## config.mk

```make
export PLATFORM = sky130hd
export DESIGN_NAME = tlut_result_drain_flat
export DESIGN_NICKNAME = d
export VERILOG_FILES = /design/src/rtl/tlut_result_drain_if.sv /design/src/rtl/tlut_result_drain.sv /design/src/flat_wrapper.sv
export SDC_FILE = /design/constraint.sdc
export NUM_CORES = 1
export LEC_CHECK = 0
export ABC_AREA = 1
export CAP_MARGIN = 20
export CORE_ASPECT_RATIO = 0.6
export CORE_MARGIN = 3
export CORE_UTILIZATION = 50
export DETAILED_ROUTE_END_ITERATION = 7
export DONT_BUFFER_PORTS = 1
export HOLD_SLACK_MARGIN = 0.08
export PLACE_DENSITY = 0.69
export SYNTH_ARGS = -nofsm -noshare
export SYNTH_HDL_FRONTEND = slang
export SYNTH_SLANG_ARGS = --single-unit
```

## constraint.sdc

```tcl
create_clock -name clk -period 4.4 [get_ports clk]
set_input_delay 0.44 -clock clk [delete_from_list [all_inputs] [get_ports clk]]
set_output_delay 0.44 -clock clk [all_outputs]
set_load 0.05 [all_outputs]
```

## src/rtl/tlut_result_drain_if.sv

```systemverilog
// Result-drain bundle: upstream SIMD-cell inputs, serialized word stream, status.
// Latency: n/a (wires only).
// Backpressure: out_valid/out_ready handshake on the serialized stream.
interface tlut_result_drain_if #(
    parameter int NUM_OUT   = 4,
    parameter int ACC_WIDTH = 16,
    parameter int IDX_W     = (NUM_OUT > 1) ? $clog2(NUM_OUT) : 1
);
    logic                              finish;
    logic [NUM_OUT-1:0][ACC_WIDTH-1:0] accumulated_mult;
    logic                              clr_overrun;
    logic [ACC_WIDTH-1:0]              out_data;
    logic [IDX_W-1:0]                  out_idx;
    logic                              out_valid;
    logic                              out_ready;
    logic                              out_last;
    logic                              busy;
    logic                              overrun;

    // Drain side: consumes the result matrix, produces the word stream.
    modport master (
        input  finish, accumulated_mult, clr_overrun, out_ready,
        output out_data, out_idx, out_valid, out_last, busy, overrun
    );

    // Environment side: upstream cell plus downstream consumer.
    modport slave (
        output finish, accumulated_mult, clr_overrun, out_ready,
        input  out_data, out_idx, out_valid, out_last, busy, overrun
    );
endinterface

```

## src/rtl/tlut_result_drain.sv

```systemverilog
// Snapshots the SIMD result matrix CAP_DELAY cycles after finish and serializes it word by word.
// Latency: first word CAP_DELAY+1 cycles after finish is sampled, then one word per cycle.
// Backpressure: words hold stable while out_ready=0; finish while busy is dropped and flagged as overrun.
module tlut_result_drain #(
    parameter int NUM_OUT   = 4,
    parameter int ACC_WIDTH = 16,
    parameter int CAP_DELAY = 1
) (
    input  logic                 clk,
    input  logic                 rst_n,
    tlut_result_drain_if.master  bus
);
    localparam int IDX_W = (NUM_OUT > 1) ? $clog2(NUM_OUT) : 1;
    localparam logic [IDX_W-1:0] LAST_IDX = IDX_W'(NUM_OUT - 1);

    typedef enum logic [1:0] {
        S_IDLE  = 2'd0,
        S_WAIT  = 2'd1,
        S_DRAIN = 2'd2
    } state_t;

    state_t                            state_q;
    state_t                            state_d;
    logic [2:0]                        cnt_q;
    logic [IDX_W-1:0]                  idx_q;
    logic [NUM_OUT-1:0][ACC_WIDTH-1:0] snap_q;
    logic                              overrun_q;

    logic                              snap_en;
    logic                              valid;
    logic                              last;
    logic                              xfer;
    logic [ACC_WIDTH-1:0]              data;

    // State register.
    always_ff @(posedge clk or negedge rst_n) begin
        if (!rst_n) begin
            state_q <= S_IDLE;
        end else begin
            state_q <= state_d;
        end
    end

    // Next state; the snapshot strobe is decided here because it coincides with entering DRAIN.
    always_comb begin
        state_d = state_q;
        snap_en = 1'b0;
        case (state_q)
            S_IDLE: begin
                if (bus.finish) begin
                    if (CAP_DELAY == 0) begin
                        snap_en = 1'b1;
                        state_d = S_DRAIN;
                    end else begin
                        state_d = S_WAIT;
                    end
                end
            end
            S_WAIT: begin
                // <= 1 rather than == 1 so a corrupted counter cannot park the FSM here.
                if (cnt_q <= 3'd1) begin
                    snap_en = 1'b1;
                    state_d = S_DRAIN;
                end
            end
            S_DRAIN: begin
                if (xfer && last) begin
                    state_d = S_IDLE;
                end
            end
            default: state_d = S_IDLE;
        endcase
    end

    // Outputs decoded from registered state only; data is zeroed outside DRAIN so reset shows 0.
    always_comb begin
        valid = (state_q == S_DRAIN);
        last  = valid && (idx_q == LAST_IDX);
        xfer  = valid && bus.out_ready;
        data  = valid ? snap_q[idx_q] : '0;
    end

    // Capture delay counter covering the upstream adder-tree register.
    always_ff @(posedge clk or negedge rst_n) begin
        if (!rst_n) begin
            cnt_q <= 3'd0;
        end else if (state_q == S_IDLE && bus.finish) begin
            cnt_q <= 3'(CAP_DELAY);
        end else if (state_q == S_WAIT && cnt_q != 3'd0) begin
            cnt_q <= cnt_q - 3'd1;
        end
    end

    // Element index: advances per transfer, wraps to 0 on the final word.
    always_ff @(posedge clk or negedge rst_n) begin
        if (!rst_n) begin
            idx_q <= '0;
        end else if (xfer) begin
            idx_q <= last ? '0 : idx_q + IDX_W'(1);
        end
    end

    // Result buffer: written only by the snapshot, so upstream changes during a drain are invisible.
    always_ff @(posedge clk) begin
        if (snap_en) begin
            snap_q <= bus.accumulated_mult;
        end
    end

    // Sticky overrun: any finish outside IDLE (including the final-transfer cycle); set beats clear.
    always_ff @(posedge clk or negedge rst_n) begin
        if (!rst_n) begin
            overrun_q <= 1'b0;
        end else if (bus.finish && state_q != S_IDLE) begin
            overrun_q <= 1'b1;
        end else if (bus.clr_overrun) begin
            overrun_q <= 1'b0;
        end
    end

    assign bus.out_valid = valid;
    assign bus.out_last  = last;
    assign bus.out_idx   = idx_q;
    assign bus.out_data  = data;
    assign bus.busy      = (state_q != S_IDLE);
    assign bus.overrun   = overrun_q;

endmodule

```

## src/flat_wrapper.sv

```systemverilog
// flat-port wrapper written by rule: the top's interface ports become plain ports
module tlut_result_drain_flat 
#(
    parameter int NUM_OUT   = 4,
    parameter int ACC_WIDTH = 16,
    parameter int CAP_DELAY = 1
)
  (clk, rst_n, bus_finish, bus_accumulated_mult, bus_clr_overrun, bus_out_ready, bus_out_data, bus_out_idx, bus_out_valid, bus_out_last, bus_busy, bus_overrun);
  tlut_result_drain_if #(.NUM_OUT(NUM_OUT), .ACC_WIDTH(ACC_WIDTH)) bus_i ();
  input  logic clk;
  input  logic rst_n;
  input wire logic [$bits(bus_i.finish)-1:0] bus_finish;
  input wire logic [$bits(bus_i.accumulated_mult)-1:0] bus_accumulated_mult;
  input wire logic [$bits(bus_i.clr_overrun)-1:0] bus_clr_overrun;
  input wire logic [$bits(bus_i.out_ready)-1:0] bus_out_ready;
  output wire logic [$bits(bus_i.out_data)-1:0] bus_out_data;
  output wire logic [$bits(bus_i.out_idx)-1:0] bus_out_idx;
  output wire logic [$bits(bus_i.out_valid)-1:0] bus_out_valid;
  output wire logic [$bits(bus_i.out_last)-1:0] bus_out_last;
  output wire logic [$bits(bus_i.busy)-1:0] bus_busy;
  output wire logic [$bits(bus_i.overrun)-1:0] bus_overrun;
  assign bus_i.finish = bus_finish;
  assign bus_i.accumulated_mult = bus_accumulated_mult;
  assign bus_i.clr_overrun = bus_clr_overrun;
  assign bus_i.out_ready = bus_out_ready;
  assign bus_out_data = bus_i.out_data;
  assign bus_out_idx = bus_i.out_idx;
  assign bus_out_valid = bus_i.out_valid;
  assign bus_out_last = bus_i.out_last;
  assign bus_busy = bus_i.busy;
  assign bus_overrun = bus_i.overrun;
  tlut_result_drain #(.NUM_OUT(NUM_OUT), .ACC_WIDTH(ACC_WIDTH), .CAP_DELAY(CAP_DELAY)) u_core (.clk(clk), .rst_n(rst_n), .bus(bus_i));
endmodule
```

==> results of run 1 <==
-- state kept, by name, indices dropped and copies added, names as in the netlist --
signal	flops
u_core.cnt_q	3
u_core.bus.overrun	1
u_core.state_q	2
u_core.bus.out_idx	2
u_core.snap_q	64
-- cell usage in the layout (no fill, tap or decap) --
master,n
sky130_fd_sc_hd__a21oi_1,9
sky130_fd_sc_hd__a21oi_2,9
sky130_fd_sc_hd__buf_4,3
sky130_fd_sc_hd__bufinv_16,2
sky130_fd_sc_hd__clkbuf_8,9
sky130_fd_sc_hd__clkinv_1,2
sky130_fd_sc_hd__clkinv_2,2
sky130_fd_sc_hd__clkinv_4,2
sky130_fd_sc_hd__dfrtp_1,7
sky130_fd_sc_hd__dfrtp_2,1
sky130_fd_sc_hd__dlygate4sd3_1,1
sky130_fd_sc_hd__edfxtp_1,64
sky130_fd_sc_hd__ha_1,4
sky130_fd_sc_hd__inv_1,70
sky130_fd_sc_hd__inv_2,3
sky130_fd_sc_hd__inv_4,1
sky130_fd_sc_hd__inv_6,1
sky130_fd_sc_hd__nand2_1,80
sky130_fd_sc_hd__nand2_2,1
sky130_fd_sc_hd__nand3_1,37
sky130_fd_sc_hd__nor2_1,3
sky130_fd_sc_hd__nor2_2,2
sky130_fd_sc_hd__nor2_4,2
sky130_fd_sc_hd__o21ai_0,2
sky130_fd_sc_hd__o21ai_1,1
sky130_fd_sc_hd__o21bai_1,1
-- final timing paths --
check	from	to	slack, ns
worst max-delay path	u_core.bus.out_idx[0]	bus_out_data[2]	1.17
worst min-delay path	bus_accumulated_mult[39]	u_core.snap_q[39]	0.18
worst max register to register	u_core.cnt_q[1]	u_core.snap_q[34]	2.01
worst min register to register	u_core.cnt_q[2]	u_core.cnt_q[2]	0.55
max in group asynchronous	rst_n	u_core.bus.out_idx[0]	3.67
min in group asynchronous	rst_n	u_core.cnt_q[1]	0.44
-- layout make-up --
| type | count | area [sq um] | area share (%) |
|---|---|---|---|
| inverter | 76 | 289 | 8.25 |
| timing repair buffer | 4 | 32.5 | 0.929 |
| tap | 84 | 105 | 3.00 |
| clock buffer | 9 | 124 | 3.54 |
| multi-input combinational | 151 | 734 | 21.0 |
| sequential | 72 | 2120 | 60.6 |
| clock inverter | 7 | 95.1 | 2.71 |
-- power breakdown --
| part | internal (uW) | switching (uW) | total [uW] |
|---|---|---|---|
| sequential | 992 | 146 | 1140 |
| clock | 320 | 245 | 565 |
| combinational | 207 | 737 | 944 |
-- worst max-delay path, delay by kind of cell, from the launching register on --
kind,cells,cell delay (ns)
AO/OA/AOI/OAI,1,0.88
buffers and inverters,1,0.34
flip-flops,1,0.99
AND/OR/NAND/NOR,2,0.21
-- through the flow --
stage                     instance area (sq um)  instances
final                                      3500        403
after global routing                       3500        403
after CTS                                  3500        403
after detailed placement                   3270        386
after global placement                     3270        386
after floorplan                            3230        310
-- routing by layer --
layer | up-vias | global-route usage (%)
li1 | 983 | -
met1 | 904 | 19.8
met2 | 91 | 27.2
met3 | 8 | 12.1
met4 | 0 | 7.00
met5 | - | 0
-- logic make-up after synthesis --
kind of cell	share of synthesized area, %
flip-flops	65.6
buffers and inverters	11.9
adder cells (fa/ha/maj)	1.55
AND/OR/NAND/NOR	16.4
AO/OA/AOI/OAI	4.53
==> impl_metrics.xml, run 1 <==
<?xml version="1.0" encoding="UTF-8"?>
<metrics>
  <group name="sta">
    <metric name="report.final.slew_viol_count" unit="">0</metric>
    <metric name="final.hold.worst_slack" unit="ns">0.182</metric>
    <metric name="timing.final.setup_violations" unit="">0</metric>
    <metric name="fin_skew" unit="ns">0.00459</metric>
    <metric name="finalSetupTns" unit="ns">0</metric>
    <metric name="report.final.hold_viol_count" unit="">0</metric>
    <metric name="period_share" unit="%">73.5</metric>
    <metric name="period_minus_slack" unit="ns">3.23</metric>
    <metric name="fmax" unit="MHz">309</metric>
    <metric name="slew-limit-headroom" unit="%">26.7</metric>
    <metric name="worst-slew-pin-transition" unit="ns">1.10</metric>
    <metric name="setup_ws" unit="ns">1.17</metric>
    <metric name="unrepaired_setup_endpoints_after_global_routing" unit="">false</metric>
  </group>
  <group name="global_routing">
    <metric name="grt_first_pass_wirelength" unit="um">9350</metric>
    <metric name="grt_max_degree" unit="">42</metric>
    <metric name="globalRouteOverflowTotal" unit="">0</metric>
    <metric name="grt_antenna_before_repair" unit="">0</metric>
    <metric name="globalRouteTotalUtil" unit="%">17.8</metric>
    <metric name="first_global_vias" unit="">1835</metric>
  </group>
  <group name="route">
    <metric name="routed_wire_length_per_instance" unit="um">15.5</metric>
    <metric name="wl_met1" unit="um">2530</metric>
    <metric name="top_layer_used" unit="">met4</metric>
    <metric name="number_of_iterations_in_the_first_detailed_routing_pass" unit="">4</metric>
    <metric name="drc" unit="">0</metric>
    <metric name="route.detailed.vias_per_inst" unit="">4.93</metric>
    <metric name="detailroute.wirelength.met3" unit="um">803</metric>
    <metric name="antenna_violating_nets_post_route" unit="">0</metric>
    <metric name="vias" unit="">1986</metric>
    <metric name="first_iter_violations" unit="">74</metric>
    <metric name="detailroute.wirelength.met2" unit="um">2840</metric>
    <metric name="wl" unit="um">6240</metric>
  </group>
  <group name="worst_hold_path">
    <metric name="holdPathStages" unit="">0</metric>
    <metric name="min_path_type" unit="">in2reg</metric>
  </group>
  <group name="synthesis">
    <metric name="ys_top_cells_by_count" unit="">sky130_fd_sc_hd__nand2_1, sky130_fd_sc_hd__inv_1, sky130_fd_sc_hd__edfxtp_1</metric>
    <metric name="post_synthesis_average_cell_area" unit="sq um">10.4</metric>
    <metric name="synth.net_count" unit="">383</metric>
    <metric name="postSynthCellCount" unit="">310</metric>
    <metric name="dominantRegCellSynth" unit="">sky130_fd_sc_hd__edfxtp_1</metric>
    <metric name="synth.cell_area" unit="sq um">3230</metric>
    <metric name="synth-seq-area-share" unit="%">65.6</metric>
    <metric name="number_of_distinct_library_cells_after_synthesis" unit="">22</metric>
    <metric name="post-synth-top-count-cell" unit="">sky130_fd_sc_hd__nand2_1</metric>
    <metric name="synth.yosys.warnings" unit="">0</metric>
    <metric name="synth_edf_count" unit="">64</metric>
    <metric name="synthDominantAreaCellType" unit="">sky130_fd_sc_hd__edfxtp_1</metric>
    <metric name="synth_top_area_share" unit="%">59.4</metric>
    <metric name="synth_async_sr_flop_share" unit="%">11.1</metric>
    <metric name="synth.area.top_cells" unit="">sky130_fd_sc_hd__edfxtp_1, sky130_fd_sc_hd__nand2_1, sky130_fd_sc_hd__inv_1, sky130_fd_sc_hd__dfrtp_1, sky130_fd_sc_hd__nand3_1</metric>
    <metric name="synth.ff_latch_count" unit="">72</metric>
  </group>
  <group name="power_and_ir_drop">
    <metric name="power_density" unit="nW/um^2">755</metric>
    <metric name="post-layout-total-power" unit="uW">2650</metric>
    <metric name="irDropWorstVdd" unit="uV">284</metric>
    <metric name="static_leakage" unit="uW">0.00154</metric>
  </group>
  <group name="worst_setup_path">
    <metric name="worst_ep_required_time" unit="ns">3.96</metric>
    <metric name="cp_cell_sequence" unit="">inv_4 &gt; nand2_1 &gt; nand3_1 &gt; a21oi_1</metric>
    <metric name="cp.arrival" unit="ns">2.79</metric>
    <metric name="timing.critical_path.slowest_cell_delay" unit="ns">0.99</metric>
    <metric name="reg2reg_depth" unit="">6</metric>
    <metric name="critPathKind" unit="">reg2out</metric>
    <metric name="critPathSlowestCell" unit="">sky130_fd_sc_hd__dfrtp_2</metric>
    <metric name="startpoint_class" unit="">flip-flop</metric>
    <metric name="worst-path-max-fanout" unit="">36</metric>
    <metric name="cp-end-kind" unit="">output port</metric>
  </group>
  <group name="floorplan">
    <metric name="num_rows" unit="">22</metric>
    <metric name="fp.dieArea" unit="sq um">7500</metric>
    <metric name="core_area" unit="sq um">6190</metric>
    <metric name="number_of_placed_i_o_pins" unit="">91</metric>
    <metric name="floorplan.initialDensity" unit="%">52.2</metric>
    <metric name="die_h" unit="um">68.3</metric>
    <metric name="chipWidth" unit="um">110</metric>
  </group>
  <group name="placed_design">
    <metric name="finalWeightedCongestion" unit="">0.820</metric>
    <metric name="placed_wire_length_estimate" unit="um">4200</metric>
    <metric name="place_ws" unit="ns">1.54</metric>
    <metric name="io_buffers" unit="">0</metric>
  </group>
  <group name="finish">
    <metric name="final.fill_count" unit="">552</metric>
    <metric name="areaGrowthSynthToFinish" unit="%">8.36</metric>
    <metric name="insertedDiodeCount" unit="">0</metric>
    <metric name="drive_gt1_share" unit="%">11.9</metric>
    <metric name="design.final.nets" unit="">387</metric>
    <metric name="finalCoreUtilization" unit="%">56.6</metric>
  </group>
  <group name="clock_network">
    <metric name="tritoncts.num_buffers" unit="">9</metric>
    <metric name="cts_tree" unit="">done</metric>
    <metric name="worst_skew_pair.late_latency" unit="ns">0.35</metric>
    <metric name="cts_max_level" unit="">3</metric>
    <metric name="post_cts_hold_buffer_count" unit="">1</metric>
    <metric name="buffers_inserted_by_post_cts_timing_repair" unit="">0</metric>
    <metric name="root_buffer" unit="">sky130_fd_sc_hd__clkbuf_8</metric>
    <metric name="clk_transition_reported_paths" unit="ns">0.07</metric>
    <metric name="clock_tree.buffer_depth" unit="">2</metric>
    <metric name="cts_resized" unit="">0</metric>
    <metric name="clock_sink_count" unit="">72</metric>
  </group>
  <group name="outcome">
    <metric name="outcome" unit="">finished, final reports clean</metric>
  </group>
  <group name="job">
    <metric name="maxCapViolCount" unit="">0</metric>
  </group>
</metrics>
(Power assumes the default switching activity.)
==> run 2: changes to the inputs <==
- clock period: 4.4 -> 3.3 ns (I/O delays scaled with it)
==> run 2 against run 1 <==
- first-iteration DRC count grew 72%
- register-to-register slack lost 0.50 ns
- sequential share of layout area shrank 9.7 points
- critical path depth is the same
- cell count grew 18%
- power grew 35%
- cell area grew 19%
- worst hold slack lost 0.067 ns
- via count grew 14%
- clock skew grew 0.0082 ns
- clock power grew 18%
==> impl_metrics.xml, run 2 (synthesis results as in run 1) <==
<?xml version="1.0" encoding="UTF-8"?>
<metrics>
  <group name="placed_design">
    <metric name="finalWeightedCongestion" unit="">0.750</metric>
    <metric name="placed_wire_length_estimate" unit="um">4050</metric>
    <metric name="io_buffers" unit="">0</metric>
    <metric name="placed_area" unit="sq um">3330</metric>
  </group>
  <group name="floorplan">
    <metric name="fp.dieArea" unit="sq um">7500</metric>
    <metric name="num_rows" unit="">22</metric>
    <metric name="core_area" unit="sq um">6190</metric>
    <metric name="floorplan.initialDensity" unit="%">52.2</metric>
    <metric name="chipWidth" unit="um">110</metric>
    <metric name="number_of_placed_i_o_pins" unit="">91</metric>
    <metric name="die_h" unit="um">68.3</metric>
  </group>
  <group name="route">
    <metric name="drc" unit="">0</metric>
    <metric name="route.detailed.vias_per_inst" unit="">4.76</metric>
    <metric name="vias" unit="">2258</metric>
    <metric name="wl" unit="um">6900</metric>
    <metric name="first_iter_violations" unit="">127</metric>
    <metric name="routed_wire_length_per_instance" unit="um">14.5</metric>
    <metric name="number_of_iterations_in_the_first_detailed_routing_pass" unit="">4</metric>
    <metric name="antenna_violating_nets_post_route" unit="">0</metric>
  </group>
  <group name="finish">
    <metric name="largest_register_ff_count" unit="">64</metric>
    <metric name="design.final.nets" unit="">459</metric>
    <metric name="insertedDiodeCount" unit="">0</metric>
    <metric name="drive_gt1_share" unit="%">11.8</metric>
    <metric name="max_flop_register" unit="">u_core.snap_q</metric>
    <metric name="mostFrequentLayoutCell" unit="">sky130_fd_sc_hd__nand2_1</metric>
    <metric name="final.fill_count" unit="">494</metric>
    <metric name="reg_top3" unit="">u_core.snap_q x64, u_core.cnt_q x3</metric>
    <metric name="layout.cells.most_common_list" unit="">sky130_fd_sc_hd__nand2_1, sky130_fd_sc_hd__inv_1, sky130_fd_sc_hd__dlygate4sd3_1, sky130_fd_sc_hd__edfxtp_1, sky130_fd_sc_hd__nand3_1</metric>
    <metric name="areaGrowthSynthToFinish" unit="%">29.0</metric>
    <metric name="postLayoutCellArea" unit="sq um">4170</metric>
  </group>
  <group name="global_routing">
    <metric name="peak_usage_layer_in_the_global_routing_report" unit="">met2</metric>
    <metric name="first_global_vias" unit="">2210</metric>
    <metric name="globalRouteTotalUtil" unit="%">19.9</metric>
    <metric name="use_met1" unit="%">24.8</metric>
    <metric name="grt_first_pass_wirelength" unit="um">10800</metric>
    <metric name="grt_antenna_before_repair" unit="">0</metric>
    <metric name="grt_util_met2" unit="%">31.5</metric>
    <metric name="groute.layer.met3.usage" unit="%">8.67</metric>
    <metric name="globalRouteOverflowTotal" unit="">0</metric>
    <metric name="grt_max_degree" unit="">39</metric>
  </group>
  <group name="sta">
    <metric name="period_minus_slack" unit="ns">2.67</metric>
    <metric name="final.hold.worst_slack" unit="ns">0.115</metric>
    <metric name="finalSetupTns" unit="ns">0</metric>
    <metric name="report.final.hold_viol_count" unit="">0</metric>
    <metric name="worst-slew-pin-transition" unit="ns">0.901</metric>
    <metric name="slew-limit-headroom" unit="%">40.0</metric>
    <metric name="fin_skew" unit="ns">0.0128</metric>
    <metric name="period_share" unit="%">81.0</metric>
    <metric name="report.final.slew_viol_count" unit="">0</metric>
    <metric name="fmax" unit="MHz">374</metric>
    <metric name="unrepaired_setup_endpoints_after_global_routing" unit="">false</metric>
    <metric name="timing.final.setup_violations" unit="">0</metric>
  </group>
  <group name="power_and_ir_drop">
    <metric name="irDropWorstVdd" unit="uV">446</metric>
    <metric name="cellInternalPower" unit="uW">2030</metric>
    <metric name="power_density" unit="nW/um^2">855</metric>
    <metric name="seq_power_share" unit="%">43.2</metric>
    <metric name="post-layout-total-power" unit="uW">3560</metric>
    <metric name="total_switching_power" unit="uW">1530</metric>
    <metric name="power.switching_fraction" unit="%">43.0</metric>
    <metric name="comb_power_share" unit="%">38.1</metric>
    <metric name="clockPowerShare" unit="%">18.7</metric>
    <metric name="static_leakage" unit="uW">0.00183</metric>
  </group>
  <group name="worst_setup_path">
    <metric name="critPathSlowestCell" unit="">sky130_fd_sc_hd__dfrtp_2</metric>
    <metric name="worst-path-max-fanout" unit="">33</metric>
    <metric name="crit-reg2reg-capture" unit="">u_core.snap_q[49]</metric>
    <metric name="reg2reg_from" unit="">u_core.cnt_q[1]</metric>
    <metric name="timing.critical_path.slowest_cell_delay" unit="ns">0.86</metric>
    <metric name="cp-end-kind" unit="">output port</metric>
    <metric name="cp_cell_sequence" unit="">inv_4 &gt; nand2_1 &gt; nand3_1 &gt; a21oi_2</metric>
    <metric name="critPathKind" unit="">reg2out</metric>
    <metric name="startpoint" unit="">u_core.bus.out_idx[0]</metric>
    <metric name="worstSetupEndpoint" unit="">bus_out_data[12]</metric>
    <metric name="cp.arrival" unit="ns">2.34</metric>
    <metric name="reg2reg_depth" unit="">6</metric>
    <metric name="worst_ep_required_time" unit="ns">2.97</metric>
    <metric name="startpoint_class" unit="">flip-flop</metric>
    <metric name="setup.reg_to_reg.worst_slack" unit="ns">1.51</metric>
  </group>
  <group name="worst_hold_path">
    <metric name="min_path_type" unit="">in2reg</metric>
  </group>
  <group name="clock_network">
    <metric name="clk_transition_reported_paths" unit="ns">0.07</metric>
    <metric name="cts_max_level" unit="">3</metric>
    <metric name="clock_tree.buffer_depth" unit="">2</metric>
    <metric name="tritoncts.num_buffers" unit="">9</metric>
    <metric name="buffers_inserted_by_post_cts_timing_repair" unit="">0</metric>
    <metric name="cts_tree" unit="">done</metric>
    <metric name="clock_sink_count" unit="">72</metric>
    <metric name="worst_skew_pair.late_latency" unit="ns">0.34</metric>
    <metric name="root_buffer" unit="">sky130_fd_sc_hd__clkbuf_8</metric>
  </group>
  <group name="job">
    <metric name="maxCapViolCount" unit="">0</metric>
  </group>
  <group name="outcome">
    <metric name="outcome" unit="">finished, final reports clean</metric>
  </group>
</metrics>
run 2: cell types whose count changed in the layout (fill, tap and decap cells not counted):
cell                            before  now
sky130_fd_sc_hd__dlygate4sd3_1       1   65
sky130_fd_sc_hd__buf_4               3   11
sky130_fd_sc_hd__clkinv_2            2    4
sky130_fd_sc_hd__bufinv_16           2    1
sky130_fd_sc_hd__clkinv_1            2    1
sky130_fd_sc_hd__clkinv_4            2    1
sky130_fd_sc_hd__clkinvlp_4          0    1
sky130_fd_sc_hd__inv_6               1    0
run 2: layer usage:
layer,wire [um],part of all wire (%),vias to the layer above
met5,0,0,-
met4,56,0.81,0
met3,651,9.4,9
met2,3270,47,86
met1,2910,42,1038
li1,-,-,1125
run 2: worst min path at each step:
stage	from	slack, ns	endpoint	depth (start not counted)
after floorplan	rst_n	0.03	u_core.bus.out_idx[0]	0
after global placement	rst_n	0.03	u_core.bus.overrun	0
after detailed placement	rst_n	0.03	u_core.bus.overrun	0
after CTS	bus_clr_overrun	0.10	u_core.bus.overrun	1
after global routing	bus_clr_overrun	0.10	u_core.bus.overrun	1
final	bus_clr_overrun	0.11	u_core.bus.overrun	1
run 2: per-stage QoR:
| step | worst slack, ns | util (%) | cells |
|---|---|---|---|
| 6_report | 0.628 | 67.3 | 474 |
| 3_3_place_gp | 1.05 | 53.8 | 394 |
| 3_5_place_dp | 1.01 | 53.8 | 394 |
| 2_1_floorplan | 0.438 | - | 310 |
| 4_1_cts | 0.616 | 67.3 | 474 |
| 5_1_grt | 0.456 | 67.3 | 474 |
run 2: timing repair:
action / 4_1_cts / 5_1_grt
resized for setup: 0 / 0
hold buffers: 65 / 0
endpoints found under the hold margin: 72 / 0
run 2: final cells by class:
cell class | count | area, sq um | area share [%]
clock buffer | 9 | 124 | 2.97
clock inverter | 6 | 61.3 | 1.47
inverter | 76 | 289 | 6.93
multi-input combinational | 151 | 734 | 17.6
sequential | 72 | 2120 | 50.9
tap | 84 | 105 | 2.52
timing repair buffer | 76 | 733 | 17.6
run 2: worst max-delay path, delay by kind of cell, from the launching register on:
family                 cells  cell delay, ns
and+or+nand+nor            2            0.23
DFF                        1            0.86
AOI/OAI and AO/OA          1            0.58
buffers and inverters      1            0.31
run 2: power groups by stage:
stage	Combinational, uW	Sequential, uW	Clock [uW]
after floorplan	1150	1480	0
after global placement	1270	1540	0
after detailed placement	1290	1550	0
after CTS	1370	1530	674
after global routing	1520	1580	720
final	1360	1540	666
==> run 3: changes to the inputs <==
- PLACE_DENSITY: 0.69 -> 0.72
- clock period: 3.3 -> 2.4 ns (I/O delays scaled with it)
==> run 3 against run 2 <==
- routed wire length up 3.3%
- sequential cell count unchanged
- global-route usage up 0.71 points
- critical path type unchanged
- highest routed layer unchanged
- clock power up 42%
==> impl_metrics.xml, run 3 (synthesis results as in run 1) <==
<?xml version="1.0" encoding="UTF-8"?>
<metrics>
  <group name="worst_setup_path">
    <metric name="timing.critical_path.mode_cell" unit="">sky130_fd_sc_hd__buf_4</metric>
    <metric name="cp.arrival" unit="ns">1.96</metric>
    <metric name="critPathSlowestCell" unit="">sky130_fd_sc_hd__dfrtp_2</metric>
    <metric name="startpoint" unit="">u_core.bus.out_idx[0]</metric>
    <metric name="cp-end-kind" unit="">output port</metric>
    <metric name="reg2reg_from" unit="">u_core.cnt_q[1]</metric>
    <metric name="critical_path.n_buffers_inverters" unit="">3</metric>
    <metric name="startpoint_class" unit="">flip-flop</metric>
    <metric name="cp_cell_sequence" unit="">buf_4 &gt; ha_1 &gt; inv_1 &gt; nor2_2 &gt; buf_4</metric>
    <metric name="worst-path-max-fanout" unit="">20</metric>
    <metric name="worst_path_dominant_cell_family" unit="">buffers and inverters</metric>
    <metric name="worst_ep_required_time" unit="ns">2.16</metric>
    <metric name="timing.critical_path.slowest_cell_delay" unit="ns">0.61</metric>
    <metric name="critPathKind" unit="">reg2out</metric>
  </group>
  <group name="sta">
    <metric name="worst-slew-pin-transition" unit="ns">0.657</metric>
    <metric name="fmax" unit="MHz">454</metric>
    <metric name="period_minus_slack" unit="ns">2.20</metric>
    <metric name="period_share" unit="%">91.8</metric>
    <metric name="report.final.slew_viol_count" unit="">0</metric>
    <metric name="fin_skew" unit="ns">0.00637</metric>
    <metric name="report.final.hold_viol_count" unit="">0</metric>
    <metric name="timing.final.setup_violations" unit="">0</metric>
    <metric name="finalSetupTns" unit="ns">0</metric>
    <metric name="setup_ws" unit="ns">0.197</metric>
    <metric name="unrepaired_setup_endpoints_after_global_routing" unit="">false</metric>
    <metric name="slew-limit-headroom" unit="%">56.2</metric>
  </group>
  <group name="floorplan">
    <metric name="core_area" unit="sq um">6190</metric>
    <metric name="die_h" unit="um">68.3</metric>
    <metric name="fp.dieArea" unit="sq um">7500</metric>
    <metric name="num_rows" unit="">22</metric>
    <metric name="chipWidth" unit="um">110</metric>
    <metric name="floorplan.initialDensity" unit="%">52.2</metric>
    <metric name="number_of_placed_i_o_pins" unit="">91</metric>
  </group>
  <group name="route">
    <metric name="wl" unit="um">7120</metric>
    <metric name="vias" unit="">2293</metric>
    <metric name="routed_wire_length_per_instance" unit="um">14.8</metric>
    <metric name="first_iter_violations" unit="">136</metric>
    <metric name="antenna_violating_nets_post_route" unit="">0</metric>
    <metric name="drc" unit="">0</metric>
    <metric name="number_of_iterations_in_the_first_detailed_routing_pass" unit="">4</metric>
    <metric name="route.detailed.vias_per_inst" unit="">4.77</metric>
  </group>
  <group name="placed_design">
    <metric name="io_buffers" unit="">0</metric>
    <metric name="placed_wire_length_estimate" unit="um">4330</metric>
    <metric name="place_ws" unit="ns">0.567</metric>
    <metric name="finalWeightedCongestion" unit="">0.748</metric>
  </group>
  <group name="clock_network">
    <metric name="cts_resized" unit="">0</metric>
    <metric name="post_cts_hold_buffer_count" unit="">68</metric>
    <metric name="worst_skew_pair.late_latency" unit="ns">0.35</metric>
    <metric name="clock_sink_count" unit="">72</metric>
    <metric name="clk_transition_reported_paths" unit="ns">0.07</metric>
    <metric name="cts_tree" unit="">done</metric>
    <metric name="clock_tree.buffer_depth" unit="">2</metric>
    <metric name="cts_max_level" unit="">3</metric>
    <metric name="buffers_inserted_by_post_cts_timing_repair" unit="">0</metric>
    <metric name="tritoncts.num_buffers" unit="">9</metric>
    <metric name="root_buffer" unit="">sky130_fd_sc_hd__clkbuf_8</metric>
  </group>
  <group name="finish">
    <metric name="areaGrowthSynthToFinish" unit="%">31.0</metric>
    <metric name="drive_gt1_share" unit="%">12.4</metric>
    <metric name="design.final.nets" unit="">465</metric>
    <metric name="layout.cells.most_common_list" unit="">sky130_fd_sc_hd__nand2_1, sky130_fd_sc_hd__inv_1, sky130_fd_sc_hd__dlygate4sd3_1, sky130_fd_sc_hd__edfxtp_1, sky130_fd_sc_hd__nand3_1</metric>
    <metric name="mostFrequentLayoutCell" unit="">sky130_fd_sc_hd__nand2_1</metric>
    <metric name="max_flop_register" unit="">u_core.snap_q</metric>
    <metric name="finalCoreUtilization" unit="%">68.4</metric>
    <metric name="final.fill_count" unit="">475</metric>
    <metric name="reg_top3" unit="">u_core.snap_q x64, u_core.cnt_q x3</metric>
    <metric name="largest_register_ff_count" unit="">64</metric>
  </group>
  <group name="power_and_ir_drop">
    <metric name="power_density" unit="nW/um^2">1170</metric>
    <metric name="clockPowerShare" unit="%">19.0</metric>
    <metric name="comb_power_share" unit="%">39.9</metric>
    <metric name="total_switching_power" unit="uW">2130</metric>
    <metric name="irDropWorstVdd" unit="uV">728</metric>
    <metric name="static_leakage" unit="uW">0.00185</metric>
    <metric name="power.switching_fraction" unit="%">42.9</metric>
    <metric name="seq_power_share" unit="%">41.1</metric>
    <metric name="cellInternalPower" unit="uW">2840</metric>
  </group>
  <group name="global_routing">
    <metric name="grt_max_degree" unit="">34</metric>
    <metric name="globalRouteOverflowTotal" unit="">0</metric>
    <metric name="globalRouteTotalUtil" unit="%">20.6</metric>
    <metric name="grt_antenna_before_repair" unit="">1</metric>
    <metric name="grt_first_pass_wirelength" unit="um">11000</metric>
    <metric name="first_global_vias" unit="">2275</metric>
  </group>
  <group name="job">
    <metric name="maxCapViolCount" unit="">0</metric>
  </group>
  <group name="outcome">
    <metric name="outcome" unit="">finished, final reports clean</metric>
  </group>
  <group name="worst_hold_path">
    <metric name="hold_path.startpoint" unit="">bus_finish</metric>
    <metric name="min_path_type" unit="">in2reg</metric>
  </group>
</metrics>
==> run 3: cell count changes in the layout (fill, tap and decap cells not counted), sizes merged <==
cell / before / now
inv: 74 / 75
buf: 11 / 14
diode: 0 / 1
clkinvlp: 1 / 3
dlygate4sd3: 65 / 68
clkinv: 6 / 3
==> run 3: path summary, 6_finish.rpt <==
check	endpoint	slack, ns	cells past startpoint
max reg2reg	u_core.snap_q[53]	0.66	6
max in group asynchronous	u_core.bus.out_idx[0]	1.87	1
min	u_core.state_q[0]	0.16	2
min reg2reg	u_core.cnt_q[1]	0.55	2
max	bus_out_last	0.20	5
min in group asynchronous	u_core.cnt_q[1]	0.23	1
==> run 3: area by class of cell <==
type                       count  area [sq um]  share of cell area [%]
timing repair buffer          82           786                    18.6
tap                           84           105                    2.48
multi-input combinational    151           734                    17.3
clock buffer                   9           124                    2.93
inverter                      76           289                    6.83
clock inverter                 6          70.1                    1.65
antenna                        1          2.50                  0.0591
sequential                    72          2120                    50.1
==> run 3: power groups by stage <==
stage          sequential [uW]  combinational (uW)  clock [uW]
5_1_grt                   2080                2190        1030
3_5_place_dp              2070                1880           0
3_3_place_gp              2050                1840           0
2_1_floorplan             2030                1590           0
4_1_cts                   2040                1990         967
6_report                  2040                1980         944
==> run 3: through the flow <==
step | instances | cell area (sq um) | hold WS [ns] | total power [uW]
after floorplan | 310 | 3240 | -0.0556 | 3610
after global placement | 397 | 3360 | -0.0553 | 3900
after detailed placement | 397 | 3360 | -0.0554 | 3950
after CTS | 480 | 4230 | 0.144 | 5000
after global routing | 481 | 4230 | 0.174 | 5310
final | 481 | 4230 | 0.162 | 4970
==> run 3: per-layer routing <==
layer,routed length [um],up-vias,track usage [%]
li1,-,1140,-
met1,3130,1050,25.4
met2,3240,87,31.5
met3,635,16,9.71
met4,126,0,8.55
met5,0,-,0
